**src/rtl/boss_pkg.sv**
```systemverilog
// ============================================================
// boss_pkg : shared boss types, sprite geometry and jump constants
// Rev 1.0
// ============================================================
`default_nettype none

package boss_pkg;

   typedef enum logic [1:0] {
      IDLE    = 2'd0,
      CHASE   = 2'd1,
      ENRAGED = 2'd2,
      DEAD    = 2'd3
   } boss_phase_t;

   localparam int BOSS_HGT    = 95;
   localparam int BOSS_LNG    = 106;
   localparam int SCREEN_W    = 1024;
   localparam int SCREEN_H    = 768;

   localparam int JUMP_PERIOD = 90;
   localparam int JUMP_VY0    = -12;

endpackage

`default_nettype wire

```
**src/rtl/boss_ctrl_if.sv**
```systemverilog
// ============================================================
// boss_ctrl_if : game-side bus between player/collision logic and the boss
// Rev 1.0
// ============================================================
`default_nettype none

interface boss_ctrl_if import boss_pkg::*; #(
   parameter int HP_W  = 7,
   parameter int DMG_W = 4
) ();

   logic              game_active;
   logic              hit;
   logic [DMG_W-1:0]  hit_dmg;
   logic [11:0]       char_x;
   logic              frame_tick;
   logic [11:0]       boss_x;
   logic [11:0]       boss_y;
   logic [HP_W-1:0]   boss_hp;
   boss_phase_t       phase;
   logic              defeated;

   modport master (
      output game_active, hit, hit_dmg, char_x,
      input  frame_tick, boss_x, boss_y, boss_hp, phase, defeated
   );

   modport slave (
      input  game_active, hit, hit_dmg, char_x,
      output frame_tick, boss_x, boss_y, boss_hp, phase, defeated
   );

endinterface

`default_nettype wire

```
**src/rtl/boss_ctrl_frame_tick_gen.sv**
```systemverilog
// ============================================================
// frame_tick_gen : free-running one-cycle pulse every CLK_HZ/FRAME_HZ cycles
// Rev 1.0
// ============================================================
`default_nettype none

module frame_tick_gen #(
   parameter int CLK_HZ   = 65_000_000,
   parameter int FRAME_HZ = 60
) (
   input  logic clk,
   input  logic rst,
   output logic tick
);

   localparam int DIV   = CLK_HZ / FRAME_HZ;
   localparam int CNT_W = (DIV > 1) ? $clog2(DIV) : 1;
   localparam logic [CNT_W-1:0] CNT_LAST = CNT_W'(DIV - 1);

   logic [CNT_W-1:0] cnt_q;
   logic             tick_q;

   always_ff @(posedge clk) begin
      if (!rst) begin
         cnt_q  <= '0;
         tick_q <= 1'b0;
      end else begin
         tick_q <= (cnt_q == CNT_LAST);
         cnt_q  <= (cnt_q == CNT_LAST) ? '0 : cnt_q + 1'b1;
      end
   end

   assign tick = tick_q;

endmodule

`default_nettype wire

```
**src/rtl/boss_ctrl.sv**
```systemverilog
// ============================================================
// boss_ctrl : boss phase FSM, HP/iframes and chase movement
// Rev 1.0 -- optional jump arc when BOSS_JUMP_EN is defined
// ============================================================
`default_nettype none

module boss_ctrl import boss_pkg::*; #(
   parameter int CLK_HZ    = 65_000_000,
   parameter int FRAME_HZ  = 60,
   parameter int HP_W      = 7,
   parameter int MAX_HP    = 100,
   parameter int ENRAGE_HP = 40,
   parameter int DMG_W     = 4,
   parameter int IFRAMES   = 8,
   parameter int SPEED     = 2,
   parameter int DEADZONE  = 4,
   parameter int START_X   = 700,
   parameter int GROUND_Y  = 500,
   parameter int X_MIN     = 0,
   parameter int X_MAX     = 1023
) (
   input  logic     clk,
   input  logic     rst,
   boss_ctrl_if.slave bus
);

   localparam int IF_W = $clog2(IFRAMES + 1);
   localparam logic [HP_W-1:0]  HP_INIT  = HP_W'(MAX_HP);
   localparam logic [HP_W-1:0]  HP_ENR   = HP_W'(ENRAGE_HP);
   localparam logic [IF_W-1:0]  IF_LOAD  = IF_W'(IFRAMES);
   localparam logic [11:0]      X_INIT   = 12'(START_X);
   localparam logic [12:0]      X_LIM13  = 13'(X_MAX - BOSS_LNG);
   localparam logic [11:0]      X_LIM12  = 12'(X_MAX - BOSS_LNG);
   localparam logic [12:0]      X_MIN13  = 13'(X_MIN);
   localparam logic [12:0]      DZ13     = 13'(DEADZONE);

   logic             tick;
   boss_phase_t      phase_q;
   logic [HP_W-1:0]  hp_q;
   logic [HP_W-1:0]  hp_d;
   logic [11:0]      x_q;
   logic [11:0]      x_d;
   logic [IF_W-1:0]  iframe_q;
   logic             defeated_q;
   logic             accept;
   logic             chasing;
   logic [HP_W-1:0]  dmg_ext;
   logic [12:0]      x13;
   logic [12:0]      cx13;
   logic [12:0]      step13;

   frame_tick_gen #(
      .CLK_HZ   (CLK_HZ),
      .FRAME_HZ (FRAME_HZ)
   ) u_tick (
      .clk  (clk),
      .rst  (rst),
      .tick (tick)
   );

   assign chasing = (phase_q == CHASE) || (phase_q == ENRAGED);
   assign accept  = bus.hit && chasing && (iframe_q == '0);
   assign dmg_ext = HP_W'(bus.hit_dmg);
   assign hp_d    = (hp_q > dmg_ext) ? hp_q - dmg_ext : '0;

   // Widened to 13 bits so the deadzone and step sums cannot wrap near either edge.
   always_comb begin
      x13    = {1'b0, x_q};
      cx13   = {1'b0, bus.char_x};
      step13 = (phase_q == ENRAGED) ? 13'(2 * SPEED) : 13'(SPEED);
      x_d    = x_q;
      if (x13 + DZ13 < cx13) begin
         x_d = (x13 + step13 > X_LIM13) ? X_LIM12 : 12'(x13 + step13);
      end else if (x13 > cx13 + DZ13) begin
         x_d = (x13 < X_MIN13 + step13) ? 12'(X_MIN13) : 12'(x13 - step13);
      end
   end

   always_ff @(posedge clk) begin
      if (!rst || !bus.game_active) begin
         phase_q    <= IDLE;
         defeated_q <= 1'b0;
         hp_q       <= HP_INIT;
         x_q        <= X_INIT;
         iframe_q   <= '0;
      end else begin
         case (phase_q)
            IDLE:    phase_q <= CHASE;
            CHASE: begin
               if (hp_q == '0) begin
                  phase_q    <= DEAD;
                  defeated_q <= 1'b1;
               end else if (hp_q <= HP_ENR) begin
                  phase_q <= ENRAGED;
               end
            end
            ENRAGED: begin
               if (hp_q == '0) begin
                  phase_q    <= DEAD;
                  defeated_q <= 1'b1;
               end
            end
            default: ;
         endcase

         // A fresh hit reloads the window even on a frame tick.
         if (accept) begin
            hp_q     <= hp_d;
            iframe_q <= IF_LOAD;
         end else if (tick && (iframe_q != '0)) begin
            iframe_q <= iframe_q - 1'b1;
         end

         if (tick && chasing) begin
            x_q <= x_d;
         end
      end
   end

`ifdef BOSS_JUMP_EN
   localparam logic [11:0]        Y_GND   = 12'(GROUND_Y);
   localparam logic signed [13:0] Y_GND14 = 14'(GROUND_Y);
   localparam logic signed [5:0]  VY0     = 6'(JUMP_VY0);
   localparam logic [6:0]         JC_LAST = 7'(JUMP_PERIOD - 1);

   logic [11:0]        y_q;
   logic signed [5:0]  vy_q;
   logic [6:0]         jcnt_q;
   logic signed [13:0] y_sum;

   assign y_sum = $signed({2'b00, y_q}) + 14'(vy_q);

   always_ff @(posedge clk) begin
      if (!rst || !bus.game_active) begin
         y_q    <= Y_GND;
         vy_q   <= '0;
         jcnt_q <= '0;
      end else if (tick) begin
         if (phase_q != ENRAGED) begin
            y_q    <= Y_GND;
            vy_q   <= '0;
            jcnt_q <= '0;
         end else if ((y_q == Y_GND) && (vy_q == '0)) begin
            if (jcnt_q == JC_LAST) begin
               vy_q   <= VY0;
               jcnt_q <= '0;
            end else begin
               jcnt_q <= jcnt_q + 1'b1;
            end
         end else if (y_sum >= Y_GND14) begin
            y_q  <= Y_GND;
            vy_q <= '0;
         end else begin
            y_q  <= y_sum[11:0];
            vy_q <= vy_q + 6'sd1;
         end
      end
   end

   assign bus.boss_y = y_q;
`else
   assign bus.boss_y = 12'(GROUND_Y);
`endif

   assign bus.frame_tick = tick;
   assign bus.boss_x     = x_q;
   assign bus.boss_hp    = hp_q;
   assign bus.phase      = phase_q;
   assign bus.defeated   = defeated_q;

endmodule

`default_nettype wire

```
**src/flat_wrapper.sv**
```systemverilog
// flat-port wrapper written by rule: the top's interface ports become plain ports
module boss_ctrl_flat import boss_pkg::*;
#(
   parameter int CLK_HZ    = 65_000_000,
   parameter int FRAME_HZ  = 60,
   parameter int HP_W      = 7,
   parameter int MAX_HP    = 100,
   parameter int ENRAGE_HP = 40,
   parameter int DMG_W     = 4,
   parameter int IFRAMES   = 8,
   parameter int SPEED     = 2,
   parameter int DEADZONE  = 4,
   parameter int START_X   = 700,
   parameter int GROUND_Y  = 500,
   parameter int X_MIN     = 0,
   parameter int X_MAX     = 1023
)
  (clk, rst, bus_game_active, bus_hit, bus_hit_dmg, bus_char_x, bus_frame_tick, bus_boss_x, bus_boss_y, bus_boss_hp, bus_phase, bus_defeated);
  boss_ctrl_if #(.HP_W(HP_W), .DMG_W(DMG_W)) bus_i ();
  input  logic clk;
  input  logic rst;
  input wire logic [$bits(bus_i.game_active)-1:0] bus_game_active;
  input wire logic [$bits(bus_i.hit)-1:0] bus_hit;
  input wire logic [$bits(bus_i.hit_dmg)-1:0] bus_hit_dmg;
  input wire logic [$bits(bus_i.char_x)-1:0] bus_char_x;
  output wire logic [$bits(bus_i.frame_tick)-1:0] bus_frame_tick;
  output wire logic [$bits(bus_i.boss_x)-1:0] bus_boss_x;
  output wire logic [$bits(bus_i.boss_y)-1:0] bus_boss_y;
  output wire logic [$bits(bus_i.boss_hp)-1:0] bus_boss_hp;
  output wire logic [$bits(bus_i.phase)-1:0] bus_phase;
  output wire logic [$bits(bus_i.defeated)-1:0] bus_defeated;
  assign bus_i.game_active = bus_game_active;
  assign bus_i.hit = bus_hit;
  assign bus_i.hit_dmg = bus_hit_dmg;
  assign bus_i.char_x = bus_char_x;
  assign bus_frame_tick = bus_i.frame_tick;
  assign bus_boss_x = bus_i.boss_x;
  assign bus_boss_y = bus_i.boss_y;
  assign bus_boss_hp = bus_i.boss_hp;
  assign bus_phase = bus_i.phase;
  assign bus_defeated = bus_i.defeated;
  boss_ctrl #(.CLK_HZ(CLK_HZ), .FRAME_HZ(FRAME_HZ), .HP_W(HP_W), .MAX_HP(MAX_HP), .ENRAGE_HP(ENRAGE_HP), .DMG_W(DMG_W), .IFRAMES(IFRAMES), .SPEED(SPEED), .DEADZONE(DEADZONE), .START_X(START_X), .GROUND_Y(GROUND_Y), .X_MIN(X_MIN), .X_MAX(X_MAX)) u_core (.clk(clk), .rst(rst), .bus(bus_i));
endmodule
```
**config.mk**
```make
export PLATFORM = sky130hd
export DESIGN_NAME = boss_ctrl_flat
export DESIGN_NICKNAME = d
export VERILOG_FILES = /design/src/rtl/boss_pkg.sv /design/src/rtl/boss_ctrl_if.sv /design/src/rtl/boss_ctrl_frame_tick_gen.sv /design/src/rtl/boss_ctrl.sv /design/src/flat_wrapper.sv
export SDC_FILE = /design/constraint.sdc
export NUM_CORES = 1
export LEC_CHECK = 0
export CORE_ASPECT_RATIO = 1.25
export CORE_UTILIZATION = 35
export DETAILED_ROUTE_END_ITERATION = 12
export MAX_ROUTING_LAYER = met4
export SLEW_MARGIN = 20
export SYNTH_ARGS = -nofsm -noshare
export SYNTH_HDL_FRONTEND = slang
export SYNTH_SLANG_ARGS = --single-unit
```
**constraint.sdc**
```tcl
create_clock -name clk -period 5.4 [get_ports clk]
set_input_delay 1.08 -clock clk [delete_from_list [all_inputs] [get_ports clk]]
set_output_delay 1.08 -clock clk [all_outputs]
set_load 0.03 [all_outputs]
```
; Word-level counts from Yosys, hierarchy flattened
; Cells that the tools add are included.
[classes]
n_addsub = 7
n_lt_le_gt_ge = 6
n_eq_ne = 5
mux = 12
n_bitwise = 1
n_reduce_logical = 21
[ops]
columns = operator, n
row1 = two-way mux 12 bit, 4
row2 = adder 12 x 3 -> 13 bit (second input constant), 2
row3 = adder 21 x 1 -> 21 bit (second input constant), 1
row4 = equality test 21 bit (second input constant), 1
row5 = adder 12 x 13 -> 13 bit, 1
row6 = greater-than comparator 12 x 13 -> 1 bit, 1
row7 = greater-than comparator 13 x 10 -> 1 bit (second input constant), 1
row8 = less-than comparator 12 x 13 -> 1 bit, 1
row9 = less-than comparator 13 x 12 -> 1 bit, 1
row10 = subtractor 12 bit, 1
row11 = two-way mux 4 bit, 2
row12 = greater-than comparator 7 x 4 -> 1 bit, 1
row13 = <= comparator 7 x 6 -> 1 bit (second input constant), 1
row14 = zero test 7 bit, 1
row15 = two-way mux 7 bit, 1
row16 = subtractor 7 x 4 -> 7 bit, 1
row17 = two-way mux 2 bit, 3
row18 = one-hot mux 2 bit (3 select lines), 1
row19 = OR reduction 2 bit, 3
row20 = logical AND 1 bit, 4
row21 = zero test 4 bit, 1
row22 = AND reduction 2 bit, 2
row23 = nonzero test 2 bit, 2
row24 = nonzero test 4 bit, 1
row25 = other kinds (12), 14
[totals]
register_bits = 48
input_bits = 20
out_inout_bits = 35

; Depth between registers and ports, before layout
; Gate-level depths: netlist of run 1.
[logic_depth]
word_depth = 6
ltp_mapped = 14
mapped_depth_nobuf = 13

; Cells and area by module
; From an unflattened synthesis of run 1, not the netlist that was laid out.
[unflattened]
cells_unflattened = 495
hier_area_um2 = 3950.0
[by_module_without_submodules]
columns = mod, instances, cells_each, area_each_um2, seq_area_each_um2
row1 = boss_ctrl, 1, 381, 2914.0, 520.5
row2 = frame_tick_gen, 1, 114, 1036.0, 440.4

; Worst setup path after synthesis of run 1
; OpenSTA, ideal clock, no wires.
[synth_path]
path_type = input to register
from = input port bus_char_x[2]
to = register u_core.x_q[2], in the netlist u_core.bus.boss_x[2]
t_arrival_ns = 3.412
required_time_ns = 5.280
path_slack_ns = 1.868
stages = 13
n_path_buf = 1
cell_sequence = ha_1 > nand3_1 > nor3_1 > nand3_1 > xnor2_1 > ha_1 > nand4_1 > nor2_1 > o311ai_0 > a31oi_1 > o21ai_1 > buf_2 > a211o_1
[synth_between]
elab_chain_cells = 4
[synth_lines]
columns = item, line_no
row1 = "start, declared", flat_wrapper.sv:25  ; input wire logic [$bits(bus_i.char_x)-1:0] bus_char_x;
row2 = adder 12 x 3 -> 13 bit, boss_ctrl.sv:74  ; end else if (x13 > cx13 + DZ13) begin
row3 = greater-than comparator 12 x 13 -> 1 bit, boss_ctrl.sv:74
row4 = nonzero test 2 bit (no source line), n/a
row5 = AND reduction 2 bit (no source line), n/a
row6 = "end signal, assigned", boss_ctrl.sv:84  ; x_q <= X_INIT;
row7 = "end signal, assigned", boss_ctrl.sv:115  ; x_q <= x_d;
row8 = "end, declared", boss_ctrl.sv:41  ; logic [11:0] x_q;
; Several ways; a longest one is shown, not always the timed one.
; A chain may end at the register's enable or synchronous reset.

; Worst setup path in the final report of run 1
; Same ends and word-level chain as after synthesis.

==> metrics.md, run 1 <==
| Metric | Value |
|---|---|
| CTS tree | built |
| Met3 WL | 360 microns |
| PwrDens | slightly below 200 mW/mm^2 |
| Max cap viols | 0 |
| CP cell instances | clkdlybuf4s50_1, ha_1, nand3_1, nor3_1, nand3_1, xnor2_1, ha_1, nand4_1, nor2_1, o311ai_0, a31oi_1, o21ai_1, a311oi_1, a211o_1 |
| Initial core utilization | 0.3593 |
| Placed cell area | 0.004280 sq mm |
| Via count | roughly 3400 |
| Total Routing Usage GR | 0.1759 |
| Worst Hold Endpoint | u_core.u_tick.cnt_q[0] |
| Slowest Stage Delay on Critical Path | 0.88 ns |
| Fin util | 0.4195 |
| RR Startpoint | u_core.bus.boss_x[3] |
| Post-synth design cell area | between 0.003 and 0.004 sq mm |
| Port bufs | 42 |
| Initial antenna violation count | 0 |
| Met2 WL | 4621 microns |
| Share of cells above drive strength 1 | 0.03914 |
| Cell taking the most area after synthesis | dfxtp_1 |
| Post-synth EDFFs | 0 |
| Setup TNS | 0 ns |
| I/O Pins | 55 |
| Final hold viol count | 0 |
| Wl on met1 | 3819 microns |
| PostCTS Resize Cnt | 0 |
| DIE AREA | 0.01132 sq mm |
| Largest net degree at the start of global routing | 22 |
| RSZ-0062 raised after global routing | false |
| Final RePlAce weighted congestion | about 0.9 |
| Yosys top cell area share | 0.2520 |
| DR WL/cell | 14.11 microns |
| Gr ovfl total | 0 |
| Worst-case reg-to-reg path depth | 13 |
| Worst reg2reg path endpoint | u_core.bus.boss_x[2] |
| Worst Clk Skew | 0.006594 ns |
| Hold/Removal Path Class | flip-flop to flip-flop |
| CP Class | primary input to flip-flop |
| Routed vias/inst | approximately 5.4 |
| Hold-critical path depth | 1 |
| PnR Total Power | 0.8852 mW |
| Placement Rows | 42 |
| Core ar. | 0.01062 sq mm |
| CTS buffer count | 5 |
| Antenna viol nets, final | 0 |
| Final Max Slew Viols | 0 |
| Measured slew at the worst slew-check pin | 1.082 ns |
| Worst Path Buf+Inv | 1 |
| Max clock buf depth | 2 |
| Max FO, Critical Path | 16 |
| Clk_lat worst skew | 0.29 ns |
| Main flop type after synthesis | dfxtp_1 |
| CP max stage cell | o21ai_1 |
| Post-DP HPWL | 7008 microns |
| Period Utilization, post-route | 0.8300 |
| Top delay family on crit path | compound AO/OA/AOI/OAI gates |
| CP Launch Type | primary input |
| Fraction of registers with async set/reset | 0 |
| Min Hold Slack | approximately 0.47 ns |
| Diode count | 0 |
| Highest routed layer | met4 |
| Clock root buffer | clkbuf_16 |
| Die height | 118.7 microns |
| Distinct cells, synth | 60 |
| HP Start | u_core.u_tick.cnt_q[0] |
| Maximum vdd drop | around 170 uV |
| Initial DRC Count | around 110 |
| DRT Wirelength | 9071 microns |
| Largest cells by area after synthesis | dfxtp_1 25%, ha_1 12%, xnor2_1 5.3%, nor2_1 4.8%, xor2_1 4.6% |
| Clock sink count | 48 |
| Fin nets | between 500 and 600 |
| Die width | 95.37 microns |
| Fin crit period | 4.482 ns |
| Synth Area per Inst | 7.978 sq um |
| Post-Layout Inst Area | 0.004453 sq mm |
| Syn-to-layout area delta | 16.77% |
| # DRC | 0 |
| Slew HR | 0.2737 |
| Post CTS Setup Buffer Count | 0 |
| Clock Pin Slew Worst Setup and Hold Paths | 0.07 ns |
| Sequential element share of the synthesized area | 0.2520 |
| F_max | roughly 220 MHz |
| Post-synthesis cell count | ~480 |
| H-tree levels | 2 |
| Crit. End Element | flip-flop |
| Global-route wire length before repair | 15280 microns |
| First drt pass iteration count | 4 |
| Vias in the first global route | between 3000 and 4000 |
| R2R Setup Slk | roughly 1.1 ns |
| WP data arrival | 4.67 ns |
| Status | finished clean |
| Setup-failing EPs final | 0 |
| Cts hold-fix bufs | 0 |
| Yosys warns | 0 |
| Register bit total from synthesis | 48 |
| Req. time, crit path | 5.58 ns |
| Leakage power | 1.767 nW |
==> sequential cells by signal, summed over array words and instances (netlist names) <==
name	count
u_core.u_tick.cnt_q	21
u_core.bus.boss_x	12
u_core.bus.boss_hp	7
u_core.iframe_q	4
u_core.bus.phase	2
u_core.bus.defeated	1
u_core.u_tick.tick	1
==> logic make-up (layout without fill, tap and decap cells) <==
group,Yosys count,after routing,synth area share
AO/OA/AOI/OAI,97,97,0.1788
buffers and inverters,64,87,0.07940
other,2,12,0.001969
adder cells (fa/ha/maj),41,41,0.1404
flip-flops,48,48,0.2520
multiplexers,2,2,0.005577
XOR/XNOR,43,43,0.09875
AND/OR/NAND/NOR,181,181,0.2431
==> cells in the final DEF (no fill, tap or decap), types with 3 or more instances in the layout <==
cell type,Yosys,routed
a211oi_1,10,10
a21boi_0,6,6
a21o_1,3,3
a21oi_1,12,12
a22o_1,3,3
a31oi_1,5,5
and2_1,6,6
and3_1,12,12
clkbuf_16,0,5
clkdlybuf4s50_1,0,42
conb_1,2,12
dfxtp_1,48,48
fa_1,3,3
ha_1,38,38
inv_1,35,35
nand2_1,27,27
nand2b_1,6,6
nand3_1,26,26
nand4_1,13,13
nor2_1,49,49
nor2b_1,5,5
nor3_1,16,16
nor4b_1,3,3
o211ai_1,3,3
o21a_1,5,5
o21ai_0,25,24
or3_1,6,6
xnor2_1,23,23
xor2_1,20,20
==> cell usage after synthesis (3+ instances only) <==
master / count
nor3_1: 16
nor2_1: 49
a211oi_1: 10
nand2_1: 27
nor4b_1: 3
a21oi_1: 12
clkbuf_1: 8
nor2b_1: 5
o21ai_0: 25
fa_1: 3
a21o_1: 3
ha_1: 38
a22o_1: 3
nand2b_1: 6
buf_2: 8
nand4_1: 13
xnor2_1: 23
nand3_1: 26
a31oi_1: 5
inv_1: 35
or3_1: 6
o211ai_1: 3
o21a_1: 5
buf_4: 12
and3_1: 12
and2_1: 6
a21boi_0: 6
xor2_1: 20
dfxtp_1: 48
==> how the worst max path moves through the flow <==
stage | slack (ns) | startpoint | cells past startpoint | end
floorplan | 1.87 | bus_char_x[2] | 13 | u_core.bus.boss_x[2]
global placement | 0.78 | bus_char_x[2] | 13 | u_core.bus.boss_x[2]
detailed placement | 0.63 | bus_char_x[2] | 14 | u_core.bus.boss_x[2]
CTS | 0.93 | bus_char_x[2] | 14 | u_core.bus.boss_x[2]
global route | 0.57 | bus_char_x[2] | 14 | u_core.bus.boss_x[6]
finish | 0.92 | bus_char_x[2] | 14 | u_core.bus.boss_x[2]
==> power by group <==
group,switching (mW),leakage (nW),internal (mW)
sequential,0.00739,0.388,0.360
clock,0.142,0.0840,0.220
combinational,0.0899,1.30,0.0659
==> worst reg2reg max path, stage by stage (launching register included) <==
cell and delay, ns:
dfxtp_1 0.68, ha_1 0.29, nand3_1 0.20, nor2_1 0.26
xor2_1 0.10, ha_1 0.31, o21a_1 0.11, o21ai_0 0.15
a311o_1 0.37, and3_1 0.19, buf_4 0.20, o21ai_1 0.87
a311oi_1 0.12, a211o_1 0.31
==> final cells by class <==
class                      count  area (sq um)
inverter                      35         131.4
clock buffer                   5         125.1
timing repair buffer          44         435.4
clock inverter                 3         47.55
multi-input combinational    376          2587
fill                        1132          6162
tap                          132         165.2
sequential                    48         960.9
==> stage by stage <==
stage / instances / setup WS, ns
2_1_floorplan: 488 / 1.868
3_3_place_gp: 635 / 0.7834
3_5_place_dp: 635 / 0.6294
4_1_cts: 643 / 0.9261
5_1_grt: 643 / 0.5684
6_report: 643 / 0.9179
==> routing by layer <==
metal / vias to the layer above / GRT usage
li1: 1735 / -
met1: 1605 / 0.1937
met2: 88 / 0.3063
met3: 19 / 0.02574
met4: 0 / 0.07765
met5: - / -
Note: power is estimated with default switching activity, not from simulation.
==> run 2: changes to the inputs <==
==> constraint.sdc (replaced) <==
create_clock -name clk -period 3.7 [get_ports clk]
set_input_delay 0.74 -clock clk [delete_from_list [all_inputs] [get_ports clk]]
set_output_delay 0.74 -clock clk [all_outputs]
set_load 0.03 [all_outputs]
==> metrics.md, run 2 (synthesized netlist as in run 1, its figures left out) <==
| Metric | Value |
|---|---|
| H-tree levels | 2 (unchanged) |
| Initial core utilization | 0.3593 (unchanged) |
| Routed vias/inst | 5.215 (-2.7%) |
| Placed cell count | 662 (+4.3%) |
| Met2 WL | 4936 microns (+6.8%) |
| Largest net degree at the start of global routing | 22 (unchanged) |
| Vias in the first global route | 3498 (+3.7%) |
| # DRC | 0 (unchanged) |
| Post-DP HPWL | 7376 microns (+5.3%) |
| CTS tree | built |
| Met3 WL | 278 microns (-23%) |
| Worst Path Buf+Inv | 3 (+2) |
| Diode count | 0 (unchanged) |
| Highest routed layer | met4 |
| Max FO, Critical Path | 5 (-11) |
| CTS buffer count | 5 (unchanged) |
| Fin crit period | 3.585 ns |
| Most used cell, CP | buf_4 |
| Fin nets | 601 (+5.3%) |
| Post-Layout Inst Area | 0.004715 sq mm (+5.9%) |
| Fin util | 0.4441 (+0.02463) |
| Antenna viol nets, final | 0 (unchanged) |
| Most frequent cells in the layout | 48 x nor2_1, 48 x dfxtp_1, 41 x clkdlybuf4s50_1 |
| Worst reg2reg path endpoint | u_core.bus.boss_x[4] |
| Total Routing Usage GR | 0.1753 (-0.0006137) |
| CP max stage cell | clkdlybuf4s50_1 |
| DIE AREA | 0.01132 sq mm (unchanged) |
| Via count | 3510 (+1.8%) |
| Syn-to-layout area delta | 23.62% |
| Maximum vdd drop | 178.3 uV (+3.8%) |
| Die width | 95.37 microns (unchanged) |
| Setup-failing EPs final | 0 (unchanged) |
| Measured slew at the worst slew-check pin | 0.6489 ns (-0.4332 ns) |
| Setup crit start | bus_char_x[3] |
| Placed cell area | 0.004496 sq mm (+5.0%) |
| Slew HR | 0.5663 (+0.2926) |
| Clk_lat worst skew | 0.29 ns (about the same) |
| Largest register by flop count | u_core.u_tick.cnt_q |
| Share of cells above drive strength 1 | 0.1017 (+0.06252) |
| F_max | approximately 280 MHz |
| Req. time, crit path | 3.85 ns (-1.73 ns) |
| Worst Clk Skew | 0.004812 ns (-0.001782 ns) |
| Period Utilization, post-route | 0.9689 |
| Max FFs per register | 21 (unchanged) |
| Initial antenna violation count | 0 (unchanged) |
| PwrDens | 276.8 mW/mm^2 (+39%) |
| Slowest Stage Delay on Critical Path | 0.50 ns (-0.38 ns) |
| Wl on met1 | 4050 microns (+6.0%) |
| R2R Setup Slk | 0.33 ns (-0.81 ns) |
| Top delay family on crit path | compound AO/OA/AOI/OAI gates |
| Final RePlAce weighted congestion | 0.9066 (+0.76%) |
| Global-route wire length before repair | 15730 microns (+3.0%) |
| First drt pass iteration count | 4 (unchanged) |
| RR Startpoint | u_core.bus.boss_x[5] |
| CP Class | primary input to flip-flop |
| Crit. End Element | flip-flop |
| Clock sink count | 48 (unchanged) |
| DR WL/cell | 14.00 microns (-0.79%) |
| Placement Rows | 42 (unchanged) |
| Number of cells on the critical path | 16 (+2) |
| Final worst slack | 0.1152 ns (-0.8027 ns) |
| Cts hold-fix bufs | 0 (unchanged) |
| Clock Pin Slew Worst Setup and Hold Paths | 0.07 ns (about the same) |
| Min Hold Slack | 0.4747 ns (+0.0006870 ns) |
| Clock root buffer | clkbuf_16 |
| Post-Layout Cell Count | 673 (+4.7%) |
| Initial DRC Count | 143 (+31%) |
| Port bufs | 42 (unchanged) |
| Status | finished clean |
| Core ar. | 0.01062 sq mm (unchanged) |
| Final hold viol count | 0 (unchanged) |
| Gr ovfl total | 0 (unchanged) |
| HP Start | u_core.u_tick.cnt_q[0] |
| CP Launch Type | primary input |
| Final Max Slew Viols | 0 (unchanged) |
| Worst-case reg-to-reg path depth | 12 (-1) |
| CP cell instances | clkdlybuf4s50_1, ha_2, nand3_2, nor3_2, nand3_1, xnor2_1, ha_1, nand4_1, nor2_2, o311ai_0, a31oi_1, buf_4, o21ai_2, buf_4, a221oi_1, o21ai_0 |
| Setup TNS | 0 ns (unchanged) |
| I/O Pins | 55 (unchanged) |
| CP Capture Point | u_core.bus.boss_x[4] |
| Max clock buf depth | 2 (unchanged) |
| PnR Total Power | 1.305 mW (+47%) |
| Dpl ws | -0.1729 ns (-0.8023 ns) |
| Die height | 118.7 microns (unchanged) |
| Max cap viols | 0 (unchanged) |
| Hold/Removal Path Class | flip-flop to flip-flop |
| Leakage power | 1.922 nW (+8.7%) |
| WP data arrival | 3.74 ns (-0.93 ns) |
| DRT Wirelength | 9419 microns (+3.8%) |
## run 2: power by group
part	switching [mW]	leakage (nW)	internal (mW)
logic	0.137	1.45	0.107
registers	0.0109	0.388	0.525
clock network	0.204	0.0804	0.321
total	0.351	1.92	0.954
## run 2: worst min path at each step
stage	slack (ns)	endpoint	cells past startpoint
2_1_floorplan	0.44	u_core.u_tick.cnt_q[0]	1
3_3_place_gp	0.45	u_core.u_tick.cnt_q[0]	1
3_5_place_dp	0.47	u_core.u_tick.cnt_q[0]	1
4_1_cts	0.49	u_core.u_tick.cnt_q[0]	1
5_1_grt	0.53	u_core.bus.defeated	2
6_report	0.47	u_core.u_tick.cnt_q[0]	1
## run 2: layout make-up
class | instances | area, sq um
clock buffers | 5 | 125.1
clock inverters | 3 | 46.29
fillers | 1084 | 5901
inverters | 35 | 131.4
multi-input cells | 376 | 2606
flip-flops and latches | 48 | 960.9
well taps | 132 | 165.2
repair buffers | 74 | 679.4
## run 2: layer usage
layer	vias up	track usage
li1	1792	-
met1	1643	0.2002
met2	63	0.3112
met3	12	0.02059
met4	0	0.05492
met5	-	-
## run 2: what timing repair did
action	4_1_cts	5_1_grt
buffers inserted	0	2
resized for setup	0	6
endpoints found under the setup margin	0	11
==> run 3: changes to the inputs <==
--- a/config.mk
+++ b/config.mk
@@ -5,10 +5,12 @@
 export SDC_FILE = /design/constraint.sdc
 export NUM_CORES = 1
 export LEC_CHECK = 0
+export CAP_MARGIN = 15
 export CORE_ASPECT_RATIO = 1.25
 export CORE_UTILIZATION = 35
 export DETAILED_ROUTE_END_ITERATION = 12
 export MAX_ROUTING_LAYER = met4
+export SKIP_CTS_REPAIR_TIMING = 1
 export SLEW_MARGIN = 20
 export SYNTH_ARGS = -nofsm -noshare
 export SYNTH_HDL_FRONTEND = slang
==> results of run 3 <==
The final DEF is identical to that of run 2; final timing and power are the same.
